[src/rtl/seq_divider_pkg.sv]
// Shared definitions for the sequential restoring divider: default operand width and FSM state encoding.
package seq_divider_pkg;

  localparam int N_DEFAULT = 32;

  typedef enum logic [1:0] {
    IDLE = 2'd0,
    RUN  = 2'd1,
    DONE = 2'd2
  } state_t;

endpackage

[src/rtl/seq_divider_adder.sv]
// Plain ripple-carry adder, w bits wide, with carry-in and carry-out.
module seq_divider_adder #(
  parameter int w = 33
) (
  input  logic [w-1:0] a,
  input  logic [w-1:0] b,
  input  logic         cin,
  output logic [w-1:0] sum,
  output logic         cout
);

  always_comb begin
    logic carry;
    sum   = '0;
    carry = cin;
    for (int i = 0; i < w; i++) begin
      sum[i] = a[i] ^ b[i] ^ carry;
      carry  = (a[i] & b[i]) | (carry & (a[i] ^ b[i]));
    end
    cout = carry;
  end

endmodule

[src/rtl/seq_divider.sv]
// Unsigned restoring divider: one quotient bit per clock, n+1 cycles from accept to done.
// Divide-by-zero short-circuits to DONE on the next cycle with quotient all ones.
module seq_divider
  import seq_divider_pkg::*;
#(
  parameter int n = N_DEFAULT
) (
  input  logic         clk,
  input  logic         rst,
  input  logic         start,
  input  logic [n-1:0] dividend,
  input  logic [n-1:0] divisor,
  output logic         busy,
  output logic         done,
  output logic [n-1:0] quotient,
  output logic [n-1:0] remainder,
  output logic         div_by_zero
);

  localparam int            CW   = $clog2(n + 1);
  localparam logic [CW-1:0] LAST = CW'(n - 1);

  state_t        state, state_nxt;
  logic [n-1:0]  dvd_sh, dvs_r, rem_r, quo_sh;
  logic [CW-1:0] cnt;

  logic [n:0]    trial_a, trial_b, trial_sum;
  logic          trial_cout, no_borrow;
  logic [n-1:0]  rem_nxt, quo_nxt;

  assign trial_a = {rem_r, dvd_sh[n-1]};
  assign trial_b = {1'b0, ~dvs_r};

  seq_divider_adder #(.w(n + 1)) u_sub (
    .a    (trial_a),
    .b    (trial_b),
    .cin  (1'b1),
    .sum  (trial_sum),
    .cout (trial_cout)
  );

  // With the complement zero-extended, sum = R + 2^n - divisor, so the
  // borrow-free case (R >= divisor) shows up as bit n of the sum.
  assign no_borrow = trial_sum[n] | trial_cout;
  assign rem_nxt   = no_borrow ? trial_sum[n-1:0] : trial_a[n-1:0];
  assign quo_nxt   = {quo_sh[n-2:0], no_borrow};

  always_ff @(posedge clk) begin
    if (rst) state <= IDLE;
    else     state <= state_nxt;
  end

  always_comb begin
    state_nxt = state;
    busy      = 1'b0;
    done      = 1'b0;
    case (state)
      IDLE: if (start) state_nxt = (divisor == '0) ? DONE : RUN;
      RUN: begin
        busy = 1'b1;
        if (cnt == LAST) state_nxt = DONE;
      end
      DONE: begin
        done      = 1'b1;
        state_nxt = IDLE;
      end
      default: state_nxt = IDLE;
    endcase
  end

  always_ff @(posedge clk) begin
    if (rst) begin
      dvd_sh      <= '0;
      dvs_r       <= '0;
      rem_r       <= '0;
      quo_sh      <= '0;
      cnt         <= '0;
      quotient    <= '0;
      remainder   <= '0;
      div_by_zero <= 1'b0;
    end else begin
      case (state)
        IDLE: begin
          if (start) begin
            dvd_sh <= dividend;
            dvs_r  <= divisor;
            rem_r  <= '0;
            quo_sh <= '0;
            cnt    <= '0;
            if (divisor == '0) begin
              quotient    <= '1;
              remainder   <= dividend;
              div_by_zero <= 1'b1;
            end
          end
        end
        RUN: begin
          dvd_sh <= {dvd_sh[n-2:0], 1'b0};
          rem_r  <= rem_nxt;
          quo_sh <= quo_nxt;
          cnt    <= cnt + CW'(1);
          if (cnt == LAST) begin
            quotient    <= quo_nxt;
            remainder   <= rem_nxt;
            div_by_zero <= 1'b0;
          end
        end
        default: ;
      endcase
    end
  end

endmodule

[config.mk]
export PLATFORM = sky130hd
export DESIGN_NAME = seq_divider
export DESIGN_NICKNAME = d
export VERILOG_FILES = /design/src/rtl/seq_divider_pkg.sv /design/src/rtl/seq_divider_adder.sv /design/src/rtl/seq_divider.sv
export SDC_FILE = /design/constraint.sdc
export NUM_CORES = 1
export LEC_CHECK = 0
export CORE_ASPECT_RATIO = 0.6
export CORE_UTILIZATION = 59
export DETAILED_ROUTE_END_ITERATION = 8
export MAX_ROUTING_LAYER = met4
export PLACE_DENSITY = 0.94
export SYNTH_ARGS = -nofsm -noshare
export SYNTH_HDL_FRONTEND = slang
export SYNTH_SLANG_ARGS = --single-unit
[constraint.sdc]
create_clock -name clk -period 20.5 [get_ports clk]
set_clock_uncertainty 0.2 [all_clocks]
set_input_delay 4.1 -clock clk [delete_from_list [all_inputs] [get_ports clk]]
set_output_delay 4.1 -clock clk [all_outputs]
set_load 0.02 [all_outputs]
Word level (Yosys, flattened, before mapping)
Index checks and enable logic that the tools add are counted.
{ "classes": {"add_sub_neg": 1, "eq_ne": 6, "muxes": 26, "n_bitwise": 163, "n_reduce_logical": 7} }
{ "ops": {"columns": ["op", "count"], "rows": [
  ["32-bit 2-to-1 mux", 9],
  ["32-bit case mux with 2 select lines", 4],
  ["1-bit bitwise AND", 64],
  ["1-bit XOR", 64],
  ["31-bit case mux with 2 select lines", 1],
  ["1-bit OR", 33],
  ["32-bit zero test", 1],
  ["32-bit inverter", 1],
  ["6-bit case mux with 2 select lines", 1],
  ["6-bit by 1-bit adder with 6-bit output, second input constant", 1],
  ["6-bit by 5-bit equality test with 1-bit output, second input constant", 1],
  ["2-bit 2-to-1 mux", 3],
  ["6-bit 2-to-1 mux", 1],
  ["2-bit inequality test, second input constant", 3],
  ["2-bit AND reduction", 3],
  ["1-bit 2-to-1 mux", 5],
  ["2-bit case mux with 2 select lines", 1],
  ["4-bit AND reduction", 1],
  ["2-bit by 1-bit equality test with 1-bit output, second input constant", 1],
  ["2-bit equality test, second input constant", 1],
  ["2-bit zero test", 1],
  ["1-bit case mux with 2 select lines", 1],
  ["2-bit nonzero test", 1],
  ["1-bit inverter", 1]
]} }
{ "word_totals": {"regBits": 200, "input_bits": 67, "out_inout_bits": 67, "word_cells": 212} }

Depth between registers and ports, before layout
{ "logic_depth": {"depth_word": 70, "depth_mapped": 42, "depth_no_buf": 40} }

Hierarchy
From an unflattened synthesis, not the netlist that was laid out.
{ "hier_totals": {"cells_unflattened": 904, "hier_area_um2": 8541.9} }
{ "by_module_without_submodules": {"columns": ["mod", "instances", "cells_per_inst", "area_each_um2", "seq_area_each_um2"], "rows": [
  ["seq_divider", 1, 861, 7843.8, 4003.8],
  ["seq_divider_adder", 1, 43, 698.2, 0.0]
]} }

Worst setup path after synthesis
No wires, ideal clock.
{ "synth_path": {"path_type": "register to register", "start": "register dvd_sh[31]", "end": "register remainder[14]", "setup_ns": 0.121, "t_arrival_ns": 13.261, "required_ns": 20.179, "path_slack_ns": 6.918, "stages_incl_launch_ff": 43, "path_buffers": 2, "period_less_slack_ns": 13.582, "path_cell_list": "dfxtp_1 -> inv_1 -> ha_1 -> inv_1 -> fa_1 -> inv_1 -> fa_1 -> fa_1 -> fa_1 -> fa_1 -> fa_1 -> fa_1 -> fa_1 -> fa_1 -> fa_1 -> fa_1 -> fa_1 -> fa_1 -> [... 7 more ...] -> fa_1 -> fa_1 -> fa_1 -> fa_1 -> fa_1 -> fa_1 -> fa_1 -> fa_1 -> fa_1 -> fa_1 -> fa_1 -> nand2b_1 -> buf_2 -> buf_1 -> nand2_1 -> o211ai_1 -> a21oi_1 -> mux2_4"} }
{ "synth_between": {"elab_chain_len": 69, "elab_cells_between_ends": 72, "classes_between": "3 x mux; 69 x bitwise"} }
{ "synth_lines": {"columns": ["element", "line_no", "source"], "rows": [
  ["start: declaration", "seq_divider.sv:24", "logic [n-1:0] dvd_sh, dvs_r, rem_r, quo_sh;"],
  ["start signal: assignment", "seq_divider.sv:85", "dvd_sh <= dividend;"],
  ["start signal: assignment", "seq_divider.sv:98", "dvd_sh <= {dvd_sh[n-2:0], 1'b0};"],
  ["1-bit bitwise AND / 1-bit XOR (equally long branches)", "seq_divider_adder.sv:18", "carry = (a[i] & b[i]) | (carry & (a[i] ^ b[i]));"],
  ["1-bit OR (*)", "seq_divider_adder.sv:18", null],
  ["1-bit bitwise AND (*)", "seq_divider_adder.sv:18", null],
  ["1-bit OR (*)", "seq_divider_adder.sv:18", null],
  ["1-bit bitwise AND (*)", "seq_divider_adder.sv:18", null],
  ["1-bit OR (*)", "seq_divider_adder.sv:18", null],
  ["1-bit bitwise AND (*)", "seq_divider_adder.sv:18", null],
  ["1-bit OR (*)", "seq_divider_adder.sv:18", null],
  ["[... 53 more ...]", null, null],
  ["1-bit OR", "seq_divider_adder.sv:18", null],
  ["1-bit bitwise AND", "seq_divider_adder.sv:18", null],
  ["1-bit OR", "seq_divider_adder.sv:18", null],
  ["1-bit XOR / 1-bit bitwise AND (equally long branches)", "seq_divider_adder.sv:17, seq_divider_adder.sv:18", null],
  ["1-bit OR", "seq_divider.sv:44", "assign no_borrow = trial_sum[n] | trial_cout;"],
  ["32-bit 2-to-1 mux (*)", "seq_divider.sv:45", "assign rem_nxt = no_borrow ? trial_sum[n-1:0] : trial_a[n-1:0];"],
  ["32-bit 2-to-1 mux (*)", "seq_divider.sv:102", "if (cnt == LAST) begin"],
  ["32-bit case mux with 2 select lines (*)", "seq_divider.sv:82", "case (state)"],
  ["end signal: assignment", "seq_divider.sv:92", "remainder <= dividend;"],
  ["end signal: assignment", "seq_divider.sv:104", "remainder <= rem_nxt;"],
  ["end: declaration", "seq_divider.sv:16", "output logic [n-1:0] remainder,"]
]} }
Mark *: on every way between the ends. The rest lies on a longest branch, timed or not. The select of a mux whose other input is x is not followed.
A chain may end at the register's enable or synchronous reset.

Worst setup path after layout
{ "layout_path": {"start": "register dvd_sh[31]", "end": "register remainder[1]"} }
{ "layout_between": {"elab_chain_len": 69, "elab_cells_between_ends": 72, "classes_between": "3 x mux; 69 x bitwise"} }
{ "layout_lines": {"columns": ["element", "line_no"], "rows": [
  ["1-bit bitwise AND / 1-bit XOR (equally long branches)", "seq_divider_adder.sv:18"],
  ["1-bit OR (*)", "seq_divider_adder.sv:18"],
  ["1-bit bitwise AND", "seq_divider_adder.sv:18"],
  ["1-bit OR", "seq_divider_adder.sv:18"],
  ["1-bit bitwise AND", "seq_divider_adder.sv:18"],
  ["1-bit OR", "seq_divider_adder.sv:18"],
  ["1-bit bitwise AND", "seq_divider_adder.sv:18"],
  ["1-bit OR", "seq_divider_adder.sv:18"],
  ["[... 53 more ...]", null],
  ["1-bit OR", "seq_divider_adder.sv:18"],
  ["1-bit bitwise AND", "seq_divider_adder.sv:18"],
  ["1-bit OR", "seq_divider_adder.sv:18"],
  ["1-bit XOR / 1-bit bitwise AND (equally long branches)", "seq_divider_adder.sv:17, seq_divider_adder.sv:18"],
  ["1-bit OR", "seq_divider.sv:44"],
  ["32-bit 2-to-1 mux (*)", "seq_divider.sv:45"],
  ["32-bit 2-to-1 mux (*)", "seq_divider.sv:102"],
  ["32-bit case mux with 2 select lines (*)", "seq_divider.sv:82"]
]} }
Marked as above.

==> results.md <==
- Worst Max-Slew Pin Slew: 1.21 ns
- Synth Flop Type: dfxtp_1
- Post-synthesis sequential area ratio: 43.6%
- # fillers: 1,031
- CTS tree: yes
- Most common cell after layout, fill and taps aside: nand2_1
- Mapped Area: 0.00918 mm²
- Post-synth EDFFs: 0
- Outcome: complete, no violations
- Synthesized Nets: 1,177
- Area Growth Syn to Fin: 20.5%
- Largest net degree at the start of global routing: 150
- DR vias: 7,700
- RSZ-0062 raised after global routing: false
- Pre-CTS setup slack: 5.73 ns
- Post-CTS Setup Inserts: 0
- Via density: 5.65
- Worst Path Max Fanout: 66
- Share of layout cells above drive strength 1: 7.30%
- Final #Nets: 1,251
- Grt ovf: 0
- Max Slew Vio Count: 0
- Clk root buf: clkbuf_16
- Post-CTS resize count: 0
- First-pass GRT wire length: 36,600 µm
- Number of global-route vias before repair: 7,465
- Worst Hold Class: flop to flop
- Row count: 34
- Leak pwr: 4.16 nW
- Detailed Place HPWL: 13,600 µm
- Longest Clk Path Bufs: 2
- Routed WL: 22,100 µm
- Setup CP Type: flop to flop
- I/O pin total: 134
- Reg area: 0.00400 mm²
- Max Cap Viol: 0
- Core ar.: 0.0148 mm²
- Die X: 163 µm
- Setup TNS: 0 ns
- Final std cells w/o fill: 1,362
- CP max-delay cell: nand2b_2
- Die area: 0.0161 mm²
- Area of the multi-input gates: 0.00470 mm²
- Avg Inst Size Synth: 8.52 µm²
- Initial DRT Pass Iterations: 5
- Final Util: 74.5%
- Unique masters post-synth: 33
- Cell Area, Placed: 0.0105 mm²
- Die Ht: 98.6 µm
- WP data required: 20.62 ns
- CP arrival: 15.15 ns
- CTS HTree Levels: 4
- Maximum vdd drop: 0.0762 mV
- Pwr/cell area: 101 mW/mm²
- CTS Hold Bufs: 0
- Commonest cells after routing, fill and taps aside: nand2_1, dfxtp_1, a21oi_1
- Worst-path clk slew: 0.08 ns
- Port Buffers: 133
- Inst Count DP: 1,330
- Final instance area: 0.0111 mm²
- CP max stage delay: 0.86 ns
- Ys async rst share: 0%
- Initial DRC count: 713
- Inserted Clock Buffers: 17
- Final min period: 15.03 ns
- Final worst path period share: 73.3%
- Count of final setup violators: 0
- Rel. slew slack: 19.6%
- DRC violations left: 0
- Diodes inserted: 0
- GRT Total Usage: 29.4%
- DR WL/cell: 16.2 µm
- CP Capture Type: flop
- Synthesized flop and latch total: 200
- Post-route ant nets: 0
- Starting density of the core: 61.8%
- GPL Wtd Cong: 0.823
- Clock Sinks: 200
- Antenna violations before repair: 0
- CP dominant cell by count: fa_1
- F_max: 0.0665 GHz
- Hold violation count in the final report: 0
- Startpoint Class: flop
- Synthesized netlist cell count: 1,077
- Worst setup margin: 5.47 ns
- Warnings from Yosys: 0
- Clk_lat worst skew: 0.43 ns
==> stage by stage <==
stage,power (mW),hold slack [ns]
3_3_place_gp,0.767,0.246
4_1_cts,1.12,0.261
6_report,1.12,0.261
5_1_grt,1.19,0.276
2_1_floorplan,0.693,0.236
3_5_place_dp,0.781,0.251
==> final timing paths <==
| path | slack (ns) | cells past startpoint | end | startpoint |
|---|---|---|---|---|
| worst max-delay path | 5.47 | 40 | remainder[1] | dvd_sh[31] |
| worst min-delay path | 0.26 | 2 | dvs_r[1] | dvs_r[1] |
| worst max register to register | 5.47 | 40 | remainder[1] | dvd_sh[31] |
| worst min register to register | 0.26 | 2 | dvs_r[1] | dvs_r[1] |
==> cells in the mapped netlist, types with 7 or more instances <==
library cell	n	area, µm²
a21oi_1	134	671
a311oi_1	31	272
buf_1	21	78.8
buf_2	16	80.1
clkbuf_1	46	173
dfxtp_1	200	4000
fa_1	31	621
inv_1	36	135
mux2_2	17	191
mux2_4	17	255
mux2i_1	31	310
nand2_1	286	1070
nand2b_1	34	213
nand3_1	7	35.0
nor2_1	45	169
nor2b_1	33	206
nor4_1	8	50.1
o211ai_1	31	233
o21bai_1	31	233
==> power breakdown <==
part	switching (mW)	internal, mW
clock network	0.167	0.163
logic	0.206	0.134
registers	0.0249	0.423
total	0.398	0.720
==> metal layers <==
layer	global-route usage [%]	share of wire (%)	vias to the layer above
met4	10.1	2.0	0
met1	39.6	46	3625
met3	5.30	7.0	42
met5	-	0	-
met2	44.7	45	286
li1	-	-	3747
==> worst max-delay path: cells and delay by family (launching register included) <==
kind            cells  cell delay (ns)
compound gates      1             0.07
fa+ha+maj          32            12.41
buf+inv             3             0.16
flops               1             0.36
mux                 2             0.73
simple gates        2             0.95
==> final cells by class <==
cell class / count / share of cell area (%)
clock buffers: 17 / 3.84
clock inverters: 15 / 1.46
inverters: 37 / 1.25
multi-input cells: 754 / 42.4
flip-flops and latches: 200 / 36.2
well taps: 198 / 2.24
repair buffers: 141 / 12.6
==> logic make-up after synthesis <==
| kind of cell | synth area share [%] |
|---|---|
| mux | 8.24 |
| simple gates | 19.4 |
| fa+ha+maj | 7.03 |
| buf+inv | 5.49 |
| flops | 43.6 |
| compound gates | 16.2 |
==> sequential cells by signal, indices dropped and copies added, names as in the netlist <==
name and flops:
quo_sh 31, state 2, div_by_zero 1, remainder 32
dvd_sh 32, rem_r 32, dvs_r 32, cnt 6
quotient 32
(Power assumes the default switching activity.)
